===== src/rtl/controle_multiciclo.sv =====
// controle_multiciclo: multicycle control unit for the 64-bit RISC-V datapath.
//   Latency: 4 cycles (branch/lui/jal/shift), 5 (R-type/addi/sd), 7 (ld).
//   No backpressure: outputs follow the state register; unsupported encodings halt until rst.
// Ports: clk/rst (sync, active-high); i31_0 = instruction register; AluIgual = ALU A==B flag;
//   outputs are datapath load enables, mux selects, ALU/shift ops, debug state and halt.
module controle_multiciclo #(
  parameter int RESET_PC_HOLD = 1
) (
  input  logic        clk,
  input  logic        rst,
  input  logic [31:0] i31_0,
  input  logic        AluIgual,
  output logic        PCwrite,
  output logic        LoadIR,
  output logic        MemRead,
  output logic        MemData_Read,
  output logic        MemWrite,
  output logic        RegWrite,
  output logic        loadRegA,
  output logic        loadRegB,
  output logic        loadRegAluOut,
  output logic        loadRegMemData,
  output logic        SelMux2,
  output logic [1:0]  SelMux4,
  output logic [2:0]  SelMuxMem,
  output logic        SelMuxPC,
  output logic [2:0]  AluOperation,
  output logic [1:0]  Shift,
  output logic [4:0]  state,
  output logic        halt
);

  typedef enum logic [4:0] {
    S_RESET    = 5'd0,
    S_FETCH    = 5'd1,
    S_WAIT_IR  = 5'd2,
    S_DECODE   = 5'd3,
    S_EXEC_R   = 5'd4,
    S_EXEC_I   = 5'd5,
    S_WB_ALU   = 5'd6,
    S_ADDR     = 5'd7,
    S_MEM_RD   = 5'd8,
    S_MEM_WAIT = 5'd9,
    S_WB_MEM   = 5'd10,
    S_MEM_WR   = 5'd11,
    S_BRANCH   = 5'd12,
    S_LUI      = 5'd13,
    S_JAL      = 5'd14,
    S_SHIFT    = 5'd15,
    S_ILLEGAL  = 5'd31
  } state_t;

  localparam logic [6:0] OP_R      = 7'b0110011;
  localparam logic [6:0] OP_IMM    = 7'b0010011;
  localparam logic [6:0] OP_LOAD   = 7'b0000011;
  localparam logic [6:0] OP_STORE  = 7'b0100011;
  localparam logic [6:0] OP_BRANCH = 7'b1100011;
  localparam logic [6:0] OP_LUI    = 7'b0110111;
  localparam logic [6:0] OP_JAL    = 7'b1101111;

  localparam logic [1:0] HOLD_LAST = 2'(RESET_PC_HOLD - 1);

  state_t     cur_state;
  state_t     nxt_state;
  logic [1:0] hold_cnt;

  logic [6:0] opcode;
  logic [2:0] funct3;
  logic [6:0] funct7;
  logic       unused_fields;

  assign opcode = i31_0[6:0];
  assign funct3 = i31_0[14:12];
  assign funct7 = i31_0[31:25];
  // Register indices and immediates are consumed by the datapath, not here.
  assign unused_fields = ^{i31_0[24:15], i31_0[11:7]};

  // Instruction-class decodes shared by next-state and output logic.
  logic is_add, is_sub, is_and, is_addi, is_ld, is_sd, is_beq, is_bne, shift_bad;
  assign is_add    = (funct3 == 3'b000) && (funct7 == 7'b0000000);
  assign is_sub    = (funct3 == 3'b000) && (funct7 == 7'b0100000);
  assign is_and    = (funct3 == 3'b111) && (funct7 == 7'b0000000);
  assign is_addi   = (funct3 == 3'b000);
  assign is_ld     = (opcode == OP_LOAD)  && (funct3 == 3'b011);
  assign is_sd     = (opcode == OP_STORE) && (funct3 == 3'b011);
  assign is_beq    = (funct3 == 3'b000);
  assign is_bne    = (funct3 == 3'b001);
  assign shift_bad = (funct3 == 3'b001) && funct7[5];

  // ---------------- state register ----------------
  always_ff @(posedge clk) begin
    if (rst) begin
      cur_state <= S_RESET;
      hold_cnt  <= 2'd0;
    end else begin
      cur_state <= nxt_state;
      // Counts cycles spent in RESET; cleared everywhere else.
      if (cur_state == S_RESET) hold_cnt <= hold_cnt + 2'd1;
      else                      hold_cnt <= 2'd0;
    end
  end

  // ---------------- next-state logic ----------------
  always_comb begin
    nxt_state = cur_state;
    case (cur_state)
      S_RESET:   nxt_state = (hold_cnt == HOLD_LAST) ? S_FETCH : S_RESET;
      S_FETCH:   nxt_state = S_WAIT_IR;
      S_WAIT_IR: nxt_state = S_DECODE;
      S_DECODE: begin
        case (opcode)
          OP_R:     nxt_state = S_EXEC_R;
          OP_IMM:   nxt_state = (funct3 == 3'b001 || funct3 == 3'b101) ? S_SHIFT : S_EXEC_I;
          OP_LOAD,
          OP_STORE: nxt_state = S_ADDR;
          OP_BRANCH: nxt_state = S_BRANCH;
          OP_LUI:   nxt_state = S_LUI;
          OP_JAL:   nxt_state = S_JAL;
          default:  nxt_state = S_ILLEGAL;
        endcase
      end
      S_EXEC_R:   nxt_state = (is_add || is_sub || is_and) ? S_WB_ALU : S_ILLEGAL;
      S_EXEC_I:   nxt_state = is_addi ? S_WB_ALU : S_ILLEGAL;
      S_WB_ALU:   nxt_state = S_FETCH;
      S_SHIFT:    nxt_state = shift_bad ? S_ILLEGAL : S_FETCH;
      S_ADDR: begin
        if (is_ld)      nxt_state = S_MEM_RD;
        else if (is_sd) nxt_state = S_MEM_WR;
        else            nxt_state = S_ILLEGAL;
      end
      S_MEM_RD:   nxt_state = S_MEM_WAIT;
      S_MEM_WAIT: nxt_state = S_WB_MEM;
      S_WB_MEM:   nxt_state = S_FETCH;
      S_MEM_WR:   nxt_state = S_FETCH;
      S_BRANCH:   nxt_state = (is_beq || is_bne) ? S_FETCH : S_ILLEGAL;
      S_LUI:      nxt_state = S_FETCH;
      S_JAL:      nxt_state = S_FETCH;
      S_ILLEGAL:  nxt_state = S_ILLEGAL;
      default:    nxt_state = S_ILLEGAL;
    endcase
  end

  // ---------------- output logic ----------------
  logic       pc_write_c, load_ir_c, mem_read_c, mem_data_read_c, mem_write_c, reg_write_c;
  logic       load_a_c, load_b_c, load_alu_out_c, load_mem_data_c, sel_mux2_c, sel_mux_pc_c;
  logic [1:0] sel_mux4_c, shift_c;
  logic [2:0] sel_mux_mem_c, alu_op_c;

  always_comb begin
    pc_write_c      = 1'b0;
    load_ir_c       = 1'b0;
    mem_read_c      = 1'b0;
    mem_data_read_c = 1'b0;
    mem_write_c     = 1'b0;
    reg_write_c     = 1'b0;
    load_a_c        = 1'b0;
    load_b_c        = 1'b0;
    load_alu_out_c  = 1'b0;
    load_mem_data_c = 1'b0;
    sel_mux2_c      = 1'b0;
    sel_mux_pc_c    = 1'b0;
    sel_mux4_c      = 2'b00;
    shift_c         = 2'b00;
    sel_mux_mem_c   = 3'b000;
    alu_op_c        = 3'b000;
    case (cur_state)
      S_FETCH: begin
        mem_read_c = 1'b1;
        sel_mux4_c = 2'b01;
        alu_op_c   = 3'b001;
        pc_write_c = 1'b1;
      end
      S_WAIT_IR: load_ir_c = 1'b1;
      S_DECODE: begin
        // Precompute PC + (imm<<1) into AluOut for a possible branch/jump.
        load_a_c       = 1'b1;
        load_b_c       = 1'b1;
        sel_mux4_c     = 2'b11;
        alu_op_c       = 3'b001;
        load_alu_out_c = 1'b1;
      end
      S_EXEC_R: begin
        sel_mux2_c     = 1'b1;
        load_alu_out_c = 1'b1;
        if (is_add)      alu_op_c = 3'b001;
        else if (is_sub) alu_op_c = 3'b010;
        else if (is_and) alu_op_c = 3'b011;
      end
      S_EXEC_I: begin
        if (is_addi) begin
          sel_mux2_c     = 1'b1;
          sel_mux4_c     = 2'b10;
          alu_op_c       = 3'b001;
          load_alu_out_c = 1'b1;
        end
      end
      S_WB_ALU: reg_write_c = 1'b1;
      S_SHIFT: begin
        if (!shift_bad) begin
          reg_write_c   = 1'b1;
          sel_mux_mem_c = 3'b100;
          if (funct3 == 3'b101) shift_c = funct7[5] ? 2'b10 : 2'b01;
        end
      end
      S_ADDR: begin
        sel_mux2_c     = 1'b1;
        sel_mux4_c     = 2'b10;
        alu_op_c       = 3'b001;
        load_alu_out_c = 1'b1;
      end
      S_MEM_RD:   mem_data_read_c = 1'b1;
      S_MEM_WAIT: begin
        mem_data_read_c = 1'b1;
        load_mem_data_c = 1'b1;
      end
      S_WB_MEM: begin
        reg_write_c   = 1'b1;
        sel_mux_mem_c = 3'b001;
      end
      S_MEM_WR: mem_write_c = 1'b1;
      S_BRANCH: begin
        sel_mux2_c   = 1'b1;
        alu_op_c     = 3'b010;
        sel_mux_pc_c = 1'b1;
        // Only Mealy output: the branch resolves on the live equality flag.
        pc_write_c   = (is_beq && AluIgual) || (is_bne && !AluIgual);
      end
      S_LUI: begin
        reg_write_c   = 1'b1;
        sel_mux_mem_c = 3'b011;
      end
      S_JAL: begin
        // PC was already advanced by 4 in FETCH, so it is the link value.
        reg_write_c   = 1'b1;
        sel_mux_mem_c = 3'b010;
        sel_mux_pc_c  = 1'b1;
        pc_write_c    = 1'b1;
      end
      default: ;
    endcase
  end

  // rst masks every output in the same cycle so an in-flight write never lands.
  always_comb begin
    PCwrite        = pc_write_c      & ~rst;
    LoadIR         = load_ir_c       & ~rst;
    MemRead        = mem_read_c      & ~rst;
    MemData_Read   = mem_data_read_c & ~rst;
    MemWrite       = mem_write_c     & ~rst;
    RegWrite       = reg_write_c     & ~rst;
    loadRegA       = load_a_c        & ~rst;
    loadRegB       = load_b_c        & ~rst;
    loadRegAluOut  = load_alu_out_c  & ~rst;
    loadRegMemData = load_mem_data_c & ~rst;
    SelMux2        = sel_mux2_c      & ~rst;
    SelMuxPC       = sel_mux_pc_c    & ~rst;
    SelMux4        = rst ? 2'b00  : sel_mux4_c;
    Shift          = rst ? 2'b00  : shift_c;
    SelMuxMem      = rst ? 3'b000 : sel_mux_mem_c;
    AluOperation   = rst ? 3'b000 : alu_op_c;
    halt           = (cur_state == S_ILLEGAL) & ~rst;
    state          = cur_state;
  end

endmodule


===== config.mk =====
export PLATFORM = sky130hd
export DESIGN_NAME = controle_multiciclo
export DESIGN_NICKNAME = d
export VERILOG_FILES = /design/src/rtl/controle_multiciclo.sv
export SDC_FILE = /design/constraint.sdc
export NUM_CORES = 1
export LEC_CHECK = 0
export CAP_MARGIN = 20
export CORE_MARGIN = 10
export CORE_UTILIZATION = 35
export CTS_CLUSTER_DIAMETER = 60
export CTS_CLUSTER_SIZE = 20
export DETAILED_ROUTE_END_ITERATION = 7
export PLACE_DENSITY = 0.78
export SYNTH_ARGS = -nofsm -noshare
export SYNTH_HDL_FRONTEND = slang
export SYNTH_SLANG_ARGS = --single-unit

===== constraint.sdc =====
create_clock -name clk -period 2.3 [get_ports clk]
set_input_delay 0.23 -clock clk [delete_from_list [all_inputs] [get_ports clk]]
set_output_delay 0.23 -clock clk [all_outputs]
set_load 0.02 [all_outputs]

==> results of run 1 <==
## cell type report
cell class | count | area (µm²)
fill | 240 | 897
inverter | 3 | 11.3
multi-input combinational | 125 | 757
sequential | 7 | 145
timing repair buffer | 74 | 671
clock buffer | 4 | 26.3
tap | 30 | 37.5
## logic make-up after synthesis
logic type | share of synthesized area, %
flops | 14.6
fa+ha+maj | 1.30
simple gates | 45.4
xor+xnor | 1.83
buf+inv | 7.69
compound gates | 28.8
other cells | 0.391
## metal layers
| layer | vias to the layer above | wire length [µm] | part of all wire, % | track usage [%] |
|---|---|---|---|---|
| met5 | - | 0 | 0 | 0 |
| met4 | 0 | 29 | 0.77 | 3.23 |
| met3 | 4 | 346 | 9.2 | 4.35 |
| met2 | 68 | 1790 | 48 | 24.7 |
| met1 | 623 | 1590 | 42 | 14.2 |
| li1 | 682 | - | - | - |
## layout by cell type (no fill, tap or decap), types with 5 or more instances in the layout
master,count
dlymetal6s2s_1,6
nor2_1,16
nand2b_1,6
a21oi_1,17
nand2_1,15
nor3_1,9
buf_4,28
nor4_1,5
clkdlybuf4s50_1,33
## report_power, final
part           switching, mW  leakage, nW  total [mW]  internal [mW]
registers              0.121       0.0589       0.296          0.175
logic                  0.506        0.684       0.980          0.474
clock network         0.0394       0.0150       0.105         0.0658
total                  0.667        0.758        1.38          0.714
## how the worst min path moves through the flow
stage                                      start                      to  cells past startpoint
after detailed placement  hold_cnt[0]$_SDFF_PP0_  hold_cnt[0]$_SDFF_PP0_                      1
after global placement    hold_cnt[0]$_SDFF_PP0_  hold_cnt[0]$_SDFF_PP0_                      1
after global routing      hold_cnt[0]$_SDFF_PP0_  hold_cnt[0]$_SDFF_PP0_                      1
final                     hold_cnt[0]$_SDFF_PP0_  hold_cnt[0]$_SDFF_PP0_                      1
after CTS                 hold_cnt[0]$_SDFF_PP0_  hold_cnt[0]$_SDFF_PP0_                      1
after floorplan           hold_cnt[0]$_SDFF_PP0_  hold_cnt[0]$_SDFF_PP0_                      1
## timing repair
action	4_1_cts	5_1_grt
setup endpoints to repair	12	10
gates resized for setup	11	14
hold buffers	0	0
## critical path, delay by kind of cell
kind / cells / cell delay [ns]
AND/OR/NAND/NOR: 4 / 0.98
AO/OA/AOI/OAI: 1 / 0.07
buffers and inverters: 2 / 0.70
## flip-flops by register name, summed over array words and instances, names as in the netlist
register and cells:
state 5, hold_cnt 2
==> results.ini, run 1 <==
[run_status]
status=completed

[final_layout]
diodes=0
layout.nets=250
drive_gt1_share_pct=20.2
finalInstanceArea_mm2=0.00165
syn_to_final_growth_pct=71.7
final_util_pct=64.7
final_cells=243

[synthesis]
dominantRegCellSynth=dfxtp_1
yosysSeqAreaShare_pct=14.6
netlist_area_um2=960
synthTopCellsByArea=dfxtp_1, a21oi_1, nor2_1
synth_edf_count=0
syn_inst=149
synth_top_area_cell=dfxtp_1
synth.most_common_cell=a21oi_1
netlist_top_cells_count=a21oi_1, nor2_1, nand2_1, nor3_1, clkbuf_1
yosys_register_bits=7
synth_cell_types=53
synth_warnings=0
async_flop_share_pct=0
yosysTopAreaCellShare_pct=14.6
syn_avg_cell_area_um2=6.44
syn-num-nets=185

[clock_tree]
clock_latency_ns=0.24
cts.sinks=7
cts_root_buf=clkbuf_4
path_clk_slew_ns=0.05
cts_tree=done
numCtsBuffers=3
post_cts_buffers=0
htreeDepth=1
clk_path_buf_depth=2

[global_routing]
grt_usage_pct=13.4
overflow=0
grt_pass1_vias=1392
grt_max_degree=19
grt_pass1_wl_um=6040
antenna_found_initial=0

[critical_path]
critPathCaptureType=output pin
path_max_fanout=2
rr_endpoint=state[1]$_SDFF_PP0_
crit_slowest_cell=or4_1
worstSetupStartpointType=input pin
max_stage_delay_ns=0.53
reg2reg_slack_ns=0.49
path_cells=clkdlybuf4s50_1, or4_1, nor3_2, and3b_1, a21oi_1, nor2_1, clkdlybuf4s15_1
critical_path.startpoint=i31_0[28]
reg2regPathDepth=4
crit_end=AluOperation[1]
r2r_start=state[0]$_SDFF_PP0_
worstPathRequired_ns=2.07
critical_path_arrival_ns=1.97
path_class=input pin to output pin

[timing]
fin_skew_ns=0.000924
setup_violations=0
setup_tns_ns=0
clock.fmax_mhz=454
setup_slack_ns=0.0954
final_hold_viol_count=0
whs_ns=0.452
timing.final.crit_share_pct=95.9
fin_crit_ns=2.20
maxSlewViolCount=0

[drt]
routed_wl_um=3760
first_pass_iters=5
drtAntennaViolNets=0
drt_iter0_drc=112
via_count=1377
vias_per_cell=5.67
wire_per_inst_um=15.5
drcViolationCount=0

[power]
power_mw=1.38
p_per_area_mw_per_mm2=838
leakagePower_nw=0.758
peakVddDrop_uv=790

[flow_run]
maxCapViolations=0

[floorplan]
placementRows=18
die_w_um=72.4
die-area_mm2=0.00524
initial_core_util_pct=37.7
die_y_um=72.4
core-area_mm2=0.00254
pin_count=63

[place]
gp_congestion=0.907
dpl_cell_area_mm2=0.00161
post-place-ws_ns=-0.257
dp.cells=239
portBuffers=46
dp_hpwl_um=3070

[min_path]
hold_path.class=flip-flop to flip-flop

(Power assumes the default switching activity.)
==> inputs of run 2 (changes only) <==
--- a/config.mk
+++ b/config.mk
@@ -6,7 +6,7 @@
 export NUM_CORES = 1
 export LEC_CHECK = 0
 export CAP_MARGIN = 20
-export CORE_MARGIN = 10
+export CORE_MARGIN = 2
 export CORE_UTILIZATION = 35
 export CTS_CLUSTER_DIAMETER = 60
 export CTS_CLUSTER_SIZE = 20
==> run 2 against run 1 <==
Non-clock buffer count down 3. Flip-flop and latch count unchanged. Power is essentially flat. Critical path type is now flip-flop to output pin. Utilization fell by 0.89 points. Worst setup slack improved by 0.013 ns. Maximum frequency up 0.60%. Final cell count down 1.2%. Clock-buffer cell count stayed put.
==> results.ini, run 2 (synthesis gave the netlist of run 1 again) <==
[power]
peakVddDrop_uv=787
leakagePower_nw=0.701
p_per_area_mw_per_mm2=850

[global_routing]
grt_usage_pct=20.6
grt_max_degree=19
overflow=0
antenna_found_initial=0
grt_pass1_wl_um=5440
grt_pass1_vias=1278

[critical_path]
rr_endpoint=state[1]$_SDFF_PP0_
r2r_start=state[0]$_SDFF_PP0_
crit_slowest_cell=clkdlybuf4s50_1
crit_end=MemRead
critical_path_arrival_ns=1.96
worstSetupStartpointType=flip-flop
max_stage_delay_ns=0.61
reg2regPathDepth=4
worst-path-stages=6
worstPathRequired_ns=2.07
critical_path.startpoint=state[3]$_SDFF_PP0_
critPathCaptureType=output pin
crit_family=buffers and inverters
crit_buf_inv=3
path_cells=buf_4, nor2_1, nand2_1, buf_4, nor2_1, clkdlybuf4s50_1
path_class=flip-flop to output pin
path_max_fanout=12
reg2reg_slack_ns=0.47

[place]
post-place-ws_ns=-0.236
gp_congestion=0.890
dp.cells=236
dp_hpwl_um=2630
portBuffers=46

[timing]
fin_skew_ns=0.00638
setup_violations=0
timing.final.crit_share_pct=95.3
rsz0062_at_grt=no
final_hold_viol_count=0
clock.fmax_mhz=456
fin_crit_ns=2.19
whs_ns=0.427
setup_slack_ns=0.109
maxSlewViolCount=0

[flow_run]
maxCapViolations=0

[final_layout]
diodes=0
final_cell_mix=clkdlybuf4s50_1, buf_4, a21oi_1
drive_gt1_share_pct=18.6
layout.nets=247
largest_reg_flops=5
layout_commonest_cell=clkdlybuf4s50_1
syn_to_final_growth_pct=69.4
final_util_pct=63.9
num-fill-cells=238
final_cells=240

[floorplan]
pin_count=63
placementRows=18
die-area_mm2=0.00318
die_y_um=56.4
die_w_um=56.4
core-area_mm2=0.00254
initial_core_util_pct=37.7

[run_status]
status=completed

[min_path]
hold_path.class=flip-flop to flip-flop

[clock_tree]
htreeDepth=1
clock_latency_ns=0.25
post_cts_buffers=0
cts_root_buf=clkbuf_4
cts_tree=done
numCtsBuffers=3
path_clk_slew_ns=0.06
clk_path_buf_depth=2
cts.sinks=7

[drt]
first_pass_iters=4
drt_iter0_drc=21
drcViolationCount=0
via_count=1355
drtAntennaViolNets=0
wire_per_inst_um=13.5
vias_per_cell=5.65
routed_wl_um=3240

==> run 2: cell type report <==
| class | instances | area [µm²] | area share, % |
|---|---|---|---|
| Clock buffer | 4 | 26.3 | 1.62 |
| Multi-Input combinational cell | 125 | 756 | 46.5 |
| Inverter | 3 | 11.3 | 0.693 |
| Timing Repair Buffer | 71 | 649 | 40.0 |
| Tap cell | 30 | 37.5 | 2.31 |
| Sequential cell | 7 | 145 | 8.93 |
==> run 2: routing by layer <==
metal	GRT usage, %	routed length (µm)	vias up
met3	3.46	222	4
met1	24.1	1390	619
li1	-	-	677
met4	5.78	34	0
met2	38.0	1590	55
met5	0	0	-
==> run 2: worst min path at each step <==
| stage | startpoint | end | slack [ns] | cells past startpoint |
|---|---|---|---|---|
| global route | hold_cnt[0]$_SDFF_PP0_ | hold_cnt[0]$_SDFF_PP0_ | 0.46 | 1 |
| global placement | hold_cnt[0]$_SDFF_PP0_ | hold_cnt[0]$_SDFF_PP0_ | 0.40 | 1 |
| finish | hold_cnt[0]$_SDFF_PP0_ | hold_cnt[0]$_SDFF_PP0_ | 0.43 | 1 |
| floorplan | hold_cnt[0]$_SDFF_PP0_ | hold_cnt[0]$_SDFF_PP0_ | 0.40 | 1 |
| detailed placement | hold_cnt[0]$_SDFF_PP0_ | hold_cnt[0]$_SDFF_PP0_ | 0.42 | 1 |
| CTS | hold_cnt[0]$_SDFF_PP0_ | hold_cnt[0]$_SDFF_PP0_ | 0.43 | 1 |
==> run 2: what timing repair did <==
item	CTS	global route
endpoints found under the setup margin	12	13
resized for setup	7	13
hold buffers	0	0
pin swaps	0	0
cloned	0	0
==> run 2: power by group <==
part           internal (mW)  switching [mW]  total (mW)  leakage [nW]
registers              0.175           0.118       0.292        0.0589
logic                  0.480           0.494       0.974         0.627
clock network         0.0664          0.0475       0.114        0.0150
total                  0.721           0.660        1.38         0.701
==> run 2: worst reg2reg max path: stages (launching register included) <==
cell and delay [ns]:
dfxtp_2 0.51, nand2_2 0.23, or4_4 0.49, o32a_1 0.36
a31oi_1 0.17
==> run 2: per-stage QoR <==
step	cell area (µm²)	setup TNS (ns)	total power, mW
4_1_cts	1600	0	1.37
3_5_place_dp	1580	-0.965	1.26
6_report	1630	0	1.38
5_1_grt	1630	0	1.49
3_3_place_gp	1580	-0.780	1.23
2_1_floorplan	960	0	0.830
==> inputs of run 3 (changes only) <==
--- a/config.mk
+++ b/config.mk
@@ -12,6 +12,7 @@
 export CTS_CLUSTER_SIZE = 20
 export DETAILED_ROUTE_END_ITERATION = 7
 export PLACE_DENSITY = 0.78
+export SETUP_SLACK_MARGIN = 0.2
 export SYNTH_ARGS = -nofsm -noshare
 export SYNTH_HDL_FRONTEND = slang
 export SYNTH_SLANG_ARGS = --single-unit
==> run 3 against run 2 <==
Power is 1.3% lower. Combinational power is 1% lower. Clock power is 5% lower. Wire length is 2.6% higher. Hold slack worse by 0.012 ns. Register-to-register slack better by 0.05 ns. Final cell count is 0.42% lower. Worst setup slack better by 0.17 ns. Utilization is 0.30 points lower. Sequential share of layout area is 0.20 points higher. Critical path type is now input pin to output pin. Highest routed layer unchanged.
==> results.ini, run 3 (synthesis gave the netlist of run 1 again) <==
[floorplan]
pin_count=63
die-area_mm2=0.00318
die_y_um=56.4
initial_core_util_pct=37.7
core-area_mm2=0.00254
placementRows=18
die_w_um=56.4

[power]
p_sw_uw=666
sw_frac_of_total_pct=48.8
pwr-share-clk_pct=7.9
peakVddDrop_uv=805
pwr-share-comb_pct=70.6
leakagePower_nw=0.746
p_per_area_mw_per_mm2=843
seqPwrFrac_pct=21.4
cell_internal_pwr_uw=697

[final_layout]
largest_reg_flops=5
layout_commonest_cell=buf_4
final_cell_mix=buf_4, clkdlybuf4s50_1, nor2_1, a21oi_1, nand2_1
syn_to_final_growth_pct=68.6
drive_gt1_share_pct=22.5
layout.nets=246
diodes=0

[global_routing]
grt_pass1_vias=1222
antenna_found_initial=0
grt_pass1_wl_um=5370
overflow=0
grt_usage_pct=20.1
grt_max_degree=18

[timing]
setup_tns_ns=0
maxSlewViolCount=0
whs_ns=0.415
final_hold_viol_count=0
setup_violations=0
fin_skew_ns=0.00361
clock.fmax_mhz=495
fin_crit_ns=2.02
timing.final.crit_share_pct=87.9
rsz0062_at_grt=yes

[drt]
via_count=1346
first_pass_iters=4
drcViolationCount=0
drtAntennaViolNets=0
vias_per_cell=5.63
wire_per_inst_um=13.9
routed_wl_um=3320
drt_iter0_drc=23

[flow_run]
maxCapViolations=0

[critical_path]
critPathCaptureType=output pin
worstPathRequired_ns=2.07
path_class=input pin to output pin
worstSetupStartpointType=input pin
critical_path_arrival_ns=1.79
path_max_fanout=2

[clock_tree]
clk_path_buf_depth=2
cts_root_buf=clkbuf_4
holdBufCountCts=0
numCtsBuffers=3
htreeDepth=1
cts_tree=done
cts.sinks=7
path_clk_slew_ns=0.05
clock_latency_ns=0.24
post_cts_buffers=0

[place]
portBuffers=46
dp_hpwl_um=2590
gp_congestion=0.862

[run_status]
status=completed

[min_path]
hold_path.class=flip-flop to flip-flop

==> run 3: cell type report <==
class                      count  area, µm²
fill                         265        927
multi-input combinational    125        781
inverter                       3       11.3
timing repair buffer          70        614
sequential                     7        148
tap                           30       37.5
clock buffer                   4       26.3
==> run 3: stage by stage <==
stage / setup slack [ns] / total power, mW / instances / area, µm² / util, %
6_report: 0.278 / 1.36 / 239 / 1620 / 63.6
3_5_place_dp: -0.254 / 1.25 / 235 / 1580 / 62.1
4_1_cts: 0.0692 / 1.35 / 239 / 1600 / 62.7
5_1_grt: 0.199 / 1.47 / 239 / 1620 / 63.6
3_3_place_gp: -0.259 / 1.22 / 235 / 1580 / 62.1
2_1_floorplan: 0.171 / 0.836 / 149 / 966 / -
==> run 3: path summary, 6_finish.rpt <==
check                      endpoint              startpoint  slack (ns)  cells past startpoint
min          hold_cnt[0]$_SDFF_PP0_  hold_cnt[0]$_SDFF_PP0_        0.41                      1
min reg2reg  hold_cnt[0]$_SDFF_PP0_  hold_cnt[0]$_SDFF_PP0_        0.41                      1
max                 AluOperation[1]               i31_0[28]        0.28                      7
max reg2reg     state[1]$_SDFF_PP0_     state[0]$_SDFF_PP0_        0.52                      4
==> run 3: power groups by stage <==
stage	clock network, mW	registers, mW	logic, mW
after floorplan	0	0.246	0.590
after global placement	0	0.275	0.943
after global routing	0.120	0.309	1.05
after CTS	0.110	0.285	0.950
final	0.108	0.292	0.963
after detailed placement	0	0.281	0.970
==> run 3: layer usage <==
metal / vias up / track usage, % / wire length [µm]
met1: 619 / 26.0 / 1500
met3: 4 / 2.07 / 169
met2: 46 / 36.0 / 1610
met4: 0 / 3.74 / 40
li1: 677 / - / -
met5: - / 0 / 0
==> run 3: repair_timing <==
item / in CTS / in global routing
pin swaps: 0 / 5
endpoints found under the hold margin: 0 / 0
endpoints found under the setup margin: 21 / 7
gates resized for setup: 37 / 20
==> run 3: worst max-delay path: stages <==
cell and delay, ns:
clkdlybuf4s50_1 0.40, or4_4 0.43, nor3_4 0.18, and3b_1 0.21
a21oi_1 0.08, nor2_1 0.10, clkbuf_2 0.17
